`config.mk`:
```
export PLATFORM = sky130hd
export DESIGN_NAME = hazard_stall_unit
export DESIGN_NICKNAME = d
export VERILOG_FILES = /design/src/rtl/hazard_stall_unit.sv
export SDC_FILE = /design/constraint.sdc
export NUM_CORES = 1
export LEC_CHECK = 0
export BUFFER_PORTS_ARGS = -buffer_cell sky130_fd_sc_hd__buf_2
export CAP_MARGIN = 25
export CORE_ASPECT_RATIO = 1.1
export CORE_UTILIZATION = 38
export CTS_BUF_LIST = sky130_fd_sc_hd__clkbuf_8
export DETAILED_ROUTE_END_ITERATION = 7
export SETUP_SLACK_MARGIN = 0.1
export SYNTH_ARGS = -nofsm -noshare
export SYNTH_HDL_FRONTEND = slang
export SYNTH_SLANG_ARGS = --single-unit
```
`constraint.sdc`:
```
create_clock -name clk -period 2.9 [get_ports clk]
set_input_delay 0.435 -clock clk [delete_from_list [all_inputs] [get_ports clk]]
set_output_delay 0.435 -clock clk [all_outputs]
set_load 0.03 [all_outputs]
```
`src/rtl/hazard_stall_unit.sv`:
```
// -----------------------------------------------------------------------------
// hazard_stall_unit
//
// Hazard detection for a 5-stage MIPS-style pipeline. The unit keeps its own
// record of the register producers in E and M, stalls the D instruction when
// a source operand cannot be forwarded in time, and tracks the multiply/divide
// unit (MDU). While the MDU is occupied, any further MDU instruction waits in D.
//
// Parameters
//   MULT_CYC    busy cycles of a multiply once it enters E
//   DIV_CYC     busy cycles of a divide once it enters E
//
// Ports
//   clk         clock, rising-edge active
//   reset_n     asynchronous active-low reset
//   A1_D/A2_D   rs / rt source register numbers of the D instruction
//   Tuse_rs_D   cycles until rs is needed (0..2, 3 = not used)
//   Tuse_rt_D   cycles until rt is needed (0..2, 3 = not used)
//   A3_D        destination register of the D instruction (0 = no write)
//   Tnew_D      cycles from E entry until the result can be forwarded
//   md_start_D  D instruction is mult/multu/div/divu
//   md_div_D    qualifies md_start_D as a divide
//   md_use_D    D instruction is mfhi/mflo/mthi/mtlo
//   stall       freeze PC and IF/ID
//   flush_E     insert a bubble into ID/EX (always equal to stall)
//   md_busy     MDU occupied
//   md_count    remaining MDU busy cycles
//   stall_cnt   (STALL_STATS_EN only) free-running count of stalled cycles
//
// Build option
//   STALL_STATS_EN  adds the stall_cnt output and its 32-bit wrapping counter.
// -----------------------------------------------------------------------------
module hazard_stall_unit #(
  parameter int unsigned MULT_CYC = 5,
  parameter int unsigned DIV_CYC  = 10
) (
  input  logic        clk,
  input  logic        reset_n,
  input  logic [4:0]  A1_D,
  input  logic [4:0]  A2_D,
  input  logic [1:0]  Tuse_rs_D,
  input  logic [1:0]  Tuse_rt_D,
  input  logic [4:0]  A3_D,
  input  logic [1:0]  Tnew_D,
  input  logic        md_start_D,
  input  logic        md_div_D,
  input  logic        md_use_D,
  output logic        stall,
  output logic        flush_E,
  output logic        md_busy,
  output logic [3:0]  md_count
`ifdef STALL_STATS_EN
  ,
  output logic [31:0] stall_cnt
`endif
);

  localparam logic [3:0] MULT_LOAD = 4'(MULT_CYC);
  localparam logic [3:0] DIV_LOAD  = 4'(DIV_CYC);
  localparam logic [1:0] TUSE_NONE = 2'd3;

  // Shadow producer records for the E and M stages
  logic [4:0] a3_e_q,   a3_e_d;
  logic [1:0] tnew_e_q, tnew_e_d;
  logic [4:0] a3_m_q,   a3_m_d;
  logic [1:0] tnew_m_q, tnew_m_d;

  // MDU tracking
  logic       md_in_e_q,  md_in_e_d;
  logic       md_div_e_q, md_div_e_d;
  logic [3:0] md_count_q, md_count_d;

  logic stall_rs;
  logic stall_rt;
  logic stall_md;

  // A source hazard exists when the nearest in-flight producer of the register
  // will not have its result ready by the time the operand is consumed. The
  // E-stage producer is younger than the M-stage one, so its match wins.
  function automatic logic src_hazard(
    input logic [4:0] addr,
    input logic [1:0] tuse,
    input logic [4:0] a3_e,
    input logic [1:0] tnew_e,
    input logic [4:0] a3_m,
    input logic [1:0] tnew_m
  );
    logic hz;
    hz = 1'b0;
    if (addr != 5'd0 && tuse != TUSE_NONE) begin
      if (addr == a3_e) begin
        hz = (tnew_e > tuse);
      end else if (addr == a3_m) begin
        hz = (tnew_m > tuse);
      end
    end
    return hz;
  endfunction

  // ---------------------------------------------------------------------------
  // Stall decision (same cycle as its cause)
  // ---------------------------------------------------------------------------
  always_comb begin
    stall_rs = src_hazard(A1_D, Tuse_rs_D, a3_e_q, tnew_e_q, a3_m_q, tnew_m_q);
    stall_rt = src_hazard(A2_D, Tuse_rt_D, a3_e_q, tnew_e_q, a3_m_q, tnew_m_q);
    stall_md = (md_use_D | md_start_D) & ((md_count_q != 4'd0) | md_in_e_q);
  end

  assign stall    = stall_rs | stall_rt | stall_md;
  assign flush_E  = stall;
  assign md_busy  = (md_count_q != 4'd0) | md_in_e_q;
  assign md_count = md_count_q;

  // ---------------------------------------------------------------------------
  // Next state
  // ---------------------------------------------------------------------------
  always_comb begin
    // M takes whatever is in E, one cycle closer to being forwardable
    a3_m_d   = a3_e_q;
    tnew_m_d = (tnew_e_q != 2'd0) ? (tnew_e_q - 2'd1) : 2'd0;

    // A stalled D instruction does not advance; E receives a bubble instead
    if (stall) begin
      a3_e_d   = '0;
      tnew_e_d = '0;
    end else begin
      a3_e_d   = A3_D;
      tnew_e_d = Tnew_D;
    end

    md_in_e_d  = md_start_D & ~stall;
    md_div_e_d = md_start_D & md_div_D & ~stall;

    // Countdown is loaded in the cycle the MDU op sits in E, then runs to 0
    if (md_in_e_q) begin
      md_count_d = md_div_e_q ? DIV_LOAD : MULT_LOAD;
    end else if (md_count_q != 4'd0) begin
      md_count_d = md_count_q - 4'd1;
    end else begin
      md_count_d = md_count_q;
    end
  end

  // ---------------------------------------------------------------------------
  // State registers
  // ---------------------------------------------------------------------------
  always_ff @(posedge clk or negedge reset_n) begin
    if (!reset_n) begin
      a3_e_q     <= '0;
      tnew_e_q   <= '0;
      a3_m_q     <= '0;
      tnew_m_q   <= '0;
      md_in_e_q  <= 1'b0;
      md_div_e_q <= 1'b0;
      md_count_q <= '0;
    end else begin
      a3_e_q     <= a3_e_d;
      tnew_e_q   <= tnew_e_d;
      a3_m_q     <= a3_m_d;
      tnew_m_q   <= tnew_m_d;
      md_in_e_q  <= md_in_e_d;
      md_div_e_q <= md_div_e_d;
      md_count_q <= md_count_d;
    end
  end

`ifdef STALL_STATS_EN
  logic [31:0] stall_cnt_q, stall_cnt_d;

  // Wraps naturally from all-ones to zero
  always_comb begin
    stall_cnt_d = stall ? (stall_cnt_q + 32'd1) : stall_cnt_q;
  end

  always_ff @(posedge clk or negedge reset_n) begin
    if (!reset_n) begin
      stall_cnt_q <= '0;
    end else begin
      stall_cnt_q <= stall_cnt_d;
    end
  end

  assign stall_cnt = stall_cnt_q;
`endif

endmodule

```
# Word level (Yosys, flattened, before mapping)
# Index checks and enable logic that the tools add are counted.
# op_classes
add_sub_neg,2
order_cmp,4
n_eq_ne,6
n_mux,12
n_bitwise,9
reduce_logical,7
# ops
operator,count
5-bit == test,4
4-bit 2-to-1 mux,3
5-bit nonzero test,2
2-bit > comparator,4
1-bit 2-to-1 mux,6
5-bit 2-to-1 mux,1
1-bit bitwise AND,4
2-bit 2-to-1 mux,2
2-bit inequality test (second input constant),2
1-bit OR,4
2-bit nonzero test,2
4-bit nonzero test,1
4-bit by 1-bit subtractor with 4-bit output (second input constant),1
1-bit logical AND,2
2-bit by 1-bit subtractor with 2-bit output (second input constant),1
1-bit inverter,1
# word_totals
reg_bits,20
inputBits,26
out_inout_bits,7
word_cells,47

# Logic depth before layout (Yosys ltp)
# Gate-level depths: netlist of the first run.
# logic_depth
word_depth,8
depth_mapped,9
mapped_depth_nobuf,8

# Worst setup path after synthesis of the first run
# Ideal clock, no wire load.
# synth_timing
path_type,reg-to-output
startpoint,"reg md_count_q[0], in the netlist md_count[0]"
endpoint,out stall
arrival_ns,2.301
t_required_ns,2.465
setup_slack_ns,0.164
path_stages_with_launch,10
path_buffers,2
cell_sequence,dfrtp_1 inv_1 ha_1 or4b_1 clkbuf_1 o21ai_0 o211ai_1 a21oi_4 inv_1 buf_4
# synth_via
elab_chain_cells,4
# synth_lines
element,line_no,source
start: declaration,71,"logic [3:0] md_count_q, md_count_d;"
start signal: assignment,163,md_count_q <= md_count_d;
4-bit nonzero test,-,
1-bit OR,-,
net md_busy,50,"output logic md_busy,"
1-bit bitwise AND,106,stall_md = (md_use_D | md_start_D) & ((md_count_q != 4'd0) | md_in_e_q);
1-bit OR,109,assign stall = stall_rs | stall_rt | stall_md;
end: declaration,48,"output logic stall,"
# The timed path passes the listed nets, and every way through them passes these cells.

# Worst setup path in the final report of the first run
# layout_timing
startpoint,"reg md_count_q[0], in the netlist md_count[0]"
endpoint,out stall
# layout_via
elab_chain_cells,4
# layout_lines
element,line_no
4-bit nonzero test,106
1-bit OR,106
1-bit bitwise AND,106
1-bit OR,109
# No other way between the ends.

==> flow_metrics.tcl, run 1 <==
set metrics [dict create \
    outcome "finished, final reports clean" \
    seq_area_frac_synth_pct 42.2 \
    synth_cell_type_count 33 \
    fin_crit_sh_pct 90.7 \
    ant_nets 0 \
    drive_above_1_share_pct 26.8 \
    synth_area_leader_cell "dfrtp_1" \
    die_w_um 55.2 \
    syn_to_final_growth_pct 21.1 \
    cts_buffers 3 \
    cpMaxStageDelayCell "or4b_4" \
    p_leak_nw 0.723 \
    ys.flop_type "dfrtp_1" \
    drc 0 \
    cp_top_family "compound AO/OA/AOI/OAI gates" \
    finalNetCount 187 \
    grt_pass1_vias 934 \
    setup_viol 0 \
    hold_buffers 0 \
    crit_type "reg2out" \
    syn_area_per_cell_sq_um 10.4 \
    ys_ff_latch 20 \
    critical_path_buf_inv_count 3 \
    cp.required_ns 2.47 \
    drtIter0Drc 8 \
    synth_top_cell_area_share_pct 42.2 \
    final_max_slew_viol_count 0 \
    drv_cap 0 \
    synthArstFlopShare_pct 100 \
    grt_pass1_wl_um 4220 \
    nFillCells 288 \
    gp_congestion 0.807 \
    syn-num-nets 150 \
    yosys_warnings 0 \
    dieArea_sq_mm 0.00335 \
    vias_per_cell 4.90 \
    synth_area_sq_mm 0.00118 \
    synth-edff-count 0 \
    drtPass1Iterations 4 \
    vias 891 \
    endpoint_kind "output port" \
    clock_path_buffers 2 \
    fin_setup_tns_ns 0 \
    cp_data_arrival_time_ns 2.20 \
    hpwl_um 2010 \
    hp-class "in2async" \
    hold_viol 0 \
    antenna_found_initial 0 \
    finalPower_mw 0.973 \
    wl_per_cell_um 13.1 \
    grt_overflow 0 \
    path_cells "inv_1 > ha_1 > or4b_4 > o21ai_0 > o211ai_1 > a21oi_4 > inv_1 > buf_2" \
    crit_top_cell "inv_1" \
    diodes 0 \
    initial_core_util_pct 41.5 \
    max_stage_delay_ns 0.51 \
    cts_tree "yes" \
    drt-total-wl_um 2390 \
    ios 33 \
    cts_sinks 20 \
    coreArea_sq_mm 0.00285 \
    vdd.ir_drop.worst_v 0.000398 \
    grt_use_total_pct 16.6 \
    row_count 20 \
    min_period_ns 2.63 \
    cts.clk_slew.worst_paths_ns 0.07 \
    postSynthCellCount 114 \
    grt_max_degree 21 \
    crit_fanout 7 \
    rsz0062_at_grt "false" \
    cts_root_buffer "clkbuf_8" \
    relSlewSlack_pct 70.5 \
    portBuffers 32 \
    p_per_area_mw_per_mm2 678 \
    cts_max_level 1 \
    clk_latency_ns 0.25 \
    die_h_um 60.6 \
    fin_worst_skew_ns 0.00589 \
    crit_path_start_kind "flop" \
    yosys-top-cells-area "dfrtp_1 (42%), ha_1 (11%), xnor2_1 (8.1%), xor2_1 (8.1%), and2_1 (4.8%)" \
    tightestPinTransition_ns 0.442 \
    max_freq_ghz 0.380 \
]
[per-layer routing]
| layer | vias to the layer above | wire length [um] | global-route usage [%] |
|---|---|---|---|
| met2 | 16 | 1200 | 31.0 |
| met3 | 2 | 74 | 2.13 |
| met5 | - | 0 | 0 |
| met4 | 0 | 17 | 6.43 |
| li1 | 454 | - | - |
| met1 | 419 | 1100 | 19.8 |
[report_power, final]
part	internal (mW)	switching (mW)	leakage, nW
registers	0.338	0.0595	0.262
clock network	0.0922	0.0830	0.0216
logic	0.174	0.226	0.440
[Yosys cell counts (2+ instances only)]
master and instances:
a21oi_1 4, and2_1 9, dfrtp_1 20, ha_1 10, inv_1 9, nand2_1 5, nand3_1 2, nor2_1 4
nor2b_1 3, nor3_1 4, o211ai_1 2, xnor2_1 11, xor2_1 11
[layout by cell type (no fill, tap or decap), types with 2 or more instances in the layout]
master,instances
xor2_1,11
inv_1,9
nor2_1,4
ha_1,10
o211ai_1,2
dfrtp_1,20
buf_4,2
buf_2,32
nand3_1,2
clkbuf_8,3
nor3_1,4
nand2_1,5
xnor2_1,11
nor2b_1,3
a21oi_1,4
and2_1,9
[worst paths after layout]
path	from	endpoint	slack, ns	cells after the start
max	md_count[0]	stall	0.27	8
min	reset_n	a3_m_q[4]	0.12	1
max reg2reg	md_count[0]	md_div_e_q	0.85	8
min reg2reg	tnew_e_q[0]	tnew_m_q[0]	0.44	1
max in group asynchronous	reset_n	md_count[0]	2.47	1
min in group clk	A3_D[3]	a3_e_q[3]	0.38	2
[timing repair]
action                                  4_1_cts  5_1_grt
setup buffers                                 0        2
resized for setup                             1        0
pin swaps                                     0        0
hold endpoints to repair                      0        0
endpoints found under the setup margin        2        2
[through the flow]
stage | instances | area, sq um | hold WS (ns) | setup slack (ns) | util, %
finish | 182 | 1440 | 0.117 | 0.269 | 50.3
global route | 182 | 1440 | 0.148 | 0.167 | 50.3
CTS | 180 | 1420 | 0.131 | 0.196 | 49.8
detailed placement | 177 | 1380 | 0.405 | 0.381 | 48.2
global placement | 177 | 1380 | 0.400 | 0.436 | 48.2
floorplan | 114 | 1180 | 0.139 | 0.164 | -
[registers in the layout, summed over array words and instances, names as in the netlist]
signal,count
a3_e_q,5
a3_m_q,5
md_count,4
md_div_e_q,1
md_in_e_q,1
tnew_e_q,2
tnew_m_q,2
[final cells by class]
| type | instances | area, sq um | area share (%) |
|---|---|---|---|
| inverters | 9 | 33.8 | 2.35 |
| clock buffers | 3 | 41.3 | 2.88 |
| well taps | 33 | 41.3 | 2.88 |
| repair buffers | 34 | 175 | 12.2 |
| flip-flops and latches | 20 | 500 | 34.9 |
| multi-input cells | 83 | 643 | 44.8 |
[kinds of logic (layout without fill, tap and decap cells)]
kind of cell | after synthesis | after routing | synth area share, %
buffers and inverters | 11 | 46 | 3.80
multiplexers | 1 | 1 | 0.950
adder cells (fa/ha/maj) | 10 | 10 | 10.6
AO/OA/AOI/OAI | 16 | 16 | 10.1
XOR/XNOR | 22 | 22 | 16.3
AND/OR/NAND/NOR | 34 | 34 | 16.1
flip-flops | 20 | 20 | 42.2
(Power assumes the default switching activity.)
==> inputs of run 2 (changes only) <==
Settings changed: CORE_UTILIZATION 38 to 37.
==> run 2 against run 1 <==
Against the previous run:
- global-route usage shrank 1.6 points
- hold slack lost 0.013 ns
- clock skew shrank 0.0040 ns
- sequential share of layout area shrank 0.74 points
- largest power group unchanged
- clock power grew 60%
- die area grew 2.6%
- wire length shrank 4.1%
- critical path depth is the same
- total power grew 11%
==> flow_metrics.tcl, run 2 (synthesized netlist as in run 1, its figures left out) <==
set metrics [dict create \
    cp.required_ns 2.47 \
    gp_congestion 0.737 \
    ant_nets 0 \
    hp-class "in2async" \
    timing.critical_path.to "stall" \
    vias 887 \
    timing.rr.start "md_count[0]" \
    p_per_area_mw_per_mm2 733 \
    fin_crit_sh_pct 89.4 \
    outcome "finished, final reports clean" \
    syn_to_final_growth_pct 23.8 \
    die_w_um 56.0 \
    relSlewSlack_pct 70.7 \
    max_freq_ghz 0.386 \
    vdd.ir_drop.worst_v 0.000405 \
    endpoint_kind "output port" \
    startpoint "md_count[0]" \
    clk_latency_ns 0.26 \
    rrSetupSlack_ns 0.90 \
    tightestPinTransition_ns 0.439 \
    coreArea_sq_mm 0.00305 \
    place_ws_ns 0.365 \
    drtIter0Drc 17 \
    diodes 0 \
    grt_max_degree 21 \
    vias_per_cell 4.82 \
    crit_fanout 7 \
    initial_core_util_pct 38.9 \
    crit_path_start_kind "flop" \
    grt_use_total_pct 15.0 \
    die_h_um 61.4 \
    hpwl_um 1950 \
    drt-total-wl_um 2290 \
    grt_pass1_vias 918 \
    grt_overflow 0 \
    grt_pass1_wl_um 3850 \
    design_area_sq_mm 0.00147 \
    p_leak_nw 0.737 \
    fin_worst_skew_ns 0.00191 \
    min_period_ns 2.59 \
    cts_root_buffer "clkbuf_8" \
    cp_data_arrival_time_ns 2.16 \
    whs_ns 0.104 \
    finalWorstSetupSlack_ns 0.308 \
    setup_viol 0 \
    cts.clk_slew.worst_paths_ns 0.07 \
    finalPower_mw 1.08 \
    clock_path_buffers 2 \
    finalNetCount 187 \
    wl_per_cell_um 12.5 \
    cts_buffers 3 \
    cts_max_level 1 \
    drc 0 \
    crit_type "reg2out" \
    drv_cap 0 \
    final_max_slew_viol_count 0 \
    final_util_pct 48.1 \
    cts_tree "yes" \
    fin_cells 184 \
    hold_buffers 0 \
    ios 33 \
    place_area_sq_mm 0.00138 \
    final_common_cell "buf_2" \
    portBuffers 32 \
    reg2reg_to "md_div_e_q" \
    antenna_found_initial 0 \
    fin_setup_tns_ns 0 \
    row_count 21 \
    final_cell_mix "buf_2 (32), dfrtp_1 (20), xnor2_1 (11), xor2_1 (11), ha_1 (10)" \
    rsz0062_at_grt "false" \
    dp.cells 178 \
    drive_above_1_share_pct 27.3 \
    cts_sinks 20 \
    hold_viol 0 \
    dieArea_sq_mm 0.00343 \
    reg2regPathDepth 8 \
    drtPass1Iterations 4 \
]
## run 2: cell count changes in the layout (fill, tap and decap cells not counted)
cell | previous run | this run
bufinv_16 | 0 | 1
## run 2: worst min-delay path by stage
stage                     startpoint           to  depth (start not counted)
after floorplan              reset_n    a3_e_q[0]                          0
after global placement       reset_n    a3_e_q[4]                          1
after detailed placement     reset_n    a3_m_q[1]                          1
after CTS                    reset_n    a3_m_q[0]                          1
after global routing         reset_n  md_count[3]                          1
final                        reset_n    a3_m_q[1]                          1
## run 2: what timing repair did
item                                    CTS  global route
hold endpoints to repair                  0             0
endpoints found under the setup margin    0             2
resized for setup                         0             1
buffers inserted                          0             2
## run 2: power breakdown
group	switching (mW)	internal, mW
Combinational	0.226	0.173
Clock	0.0956	0.184
Sequential	0.0580	0.338
## run 2: metal layers
layer	vias up	wire [um]	global-route usage, %
met5	-	0	0
met4	0	42	6.27
met3	5	94	1.89
met2	20	1170	29.3
met1	406	989	16.9
li1	456	-	-
## run 2: cell type report
cell class	count	area, sq um
repair buffers	34	175
flip-flops and latches	20	500
clock inverters	1	30.0
clock buffers	3	41.3
inverters	9	33.8
well taps	34	42.5
multi-input cells	83	643
fillers	289	1580
## run 2: critical path: stages, from the launching register on
cell      delay (ns)
dfrtp_1         0.41
inv_1           0.11
ha_1            0.14
or4b_4          0.51
o21ai_0         0.11
o211ai_1        0.17
a21oi_4         0.20
inv_1           0.07
buf_2           0.17
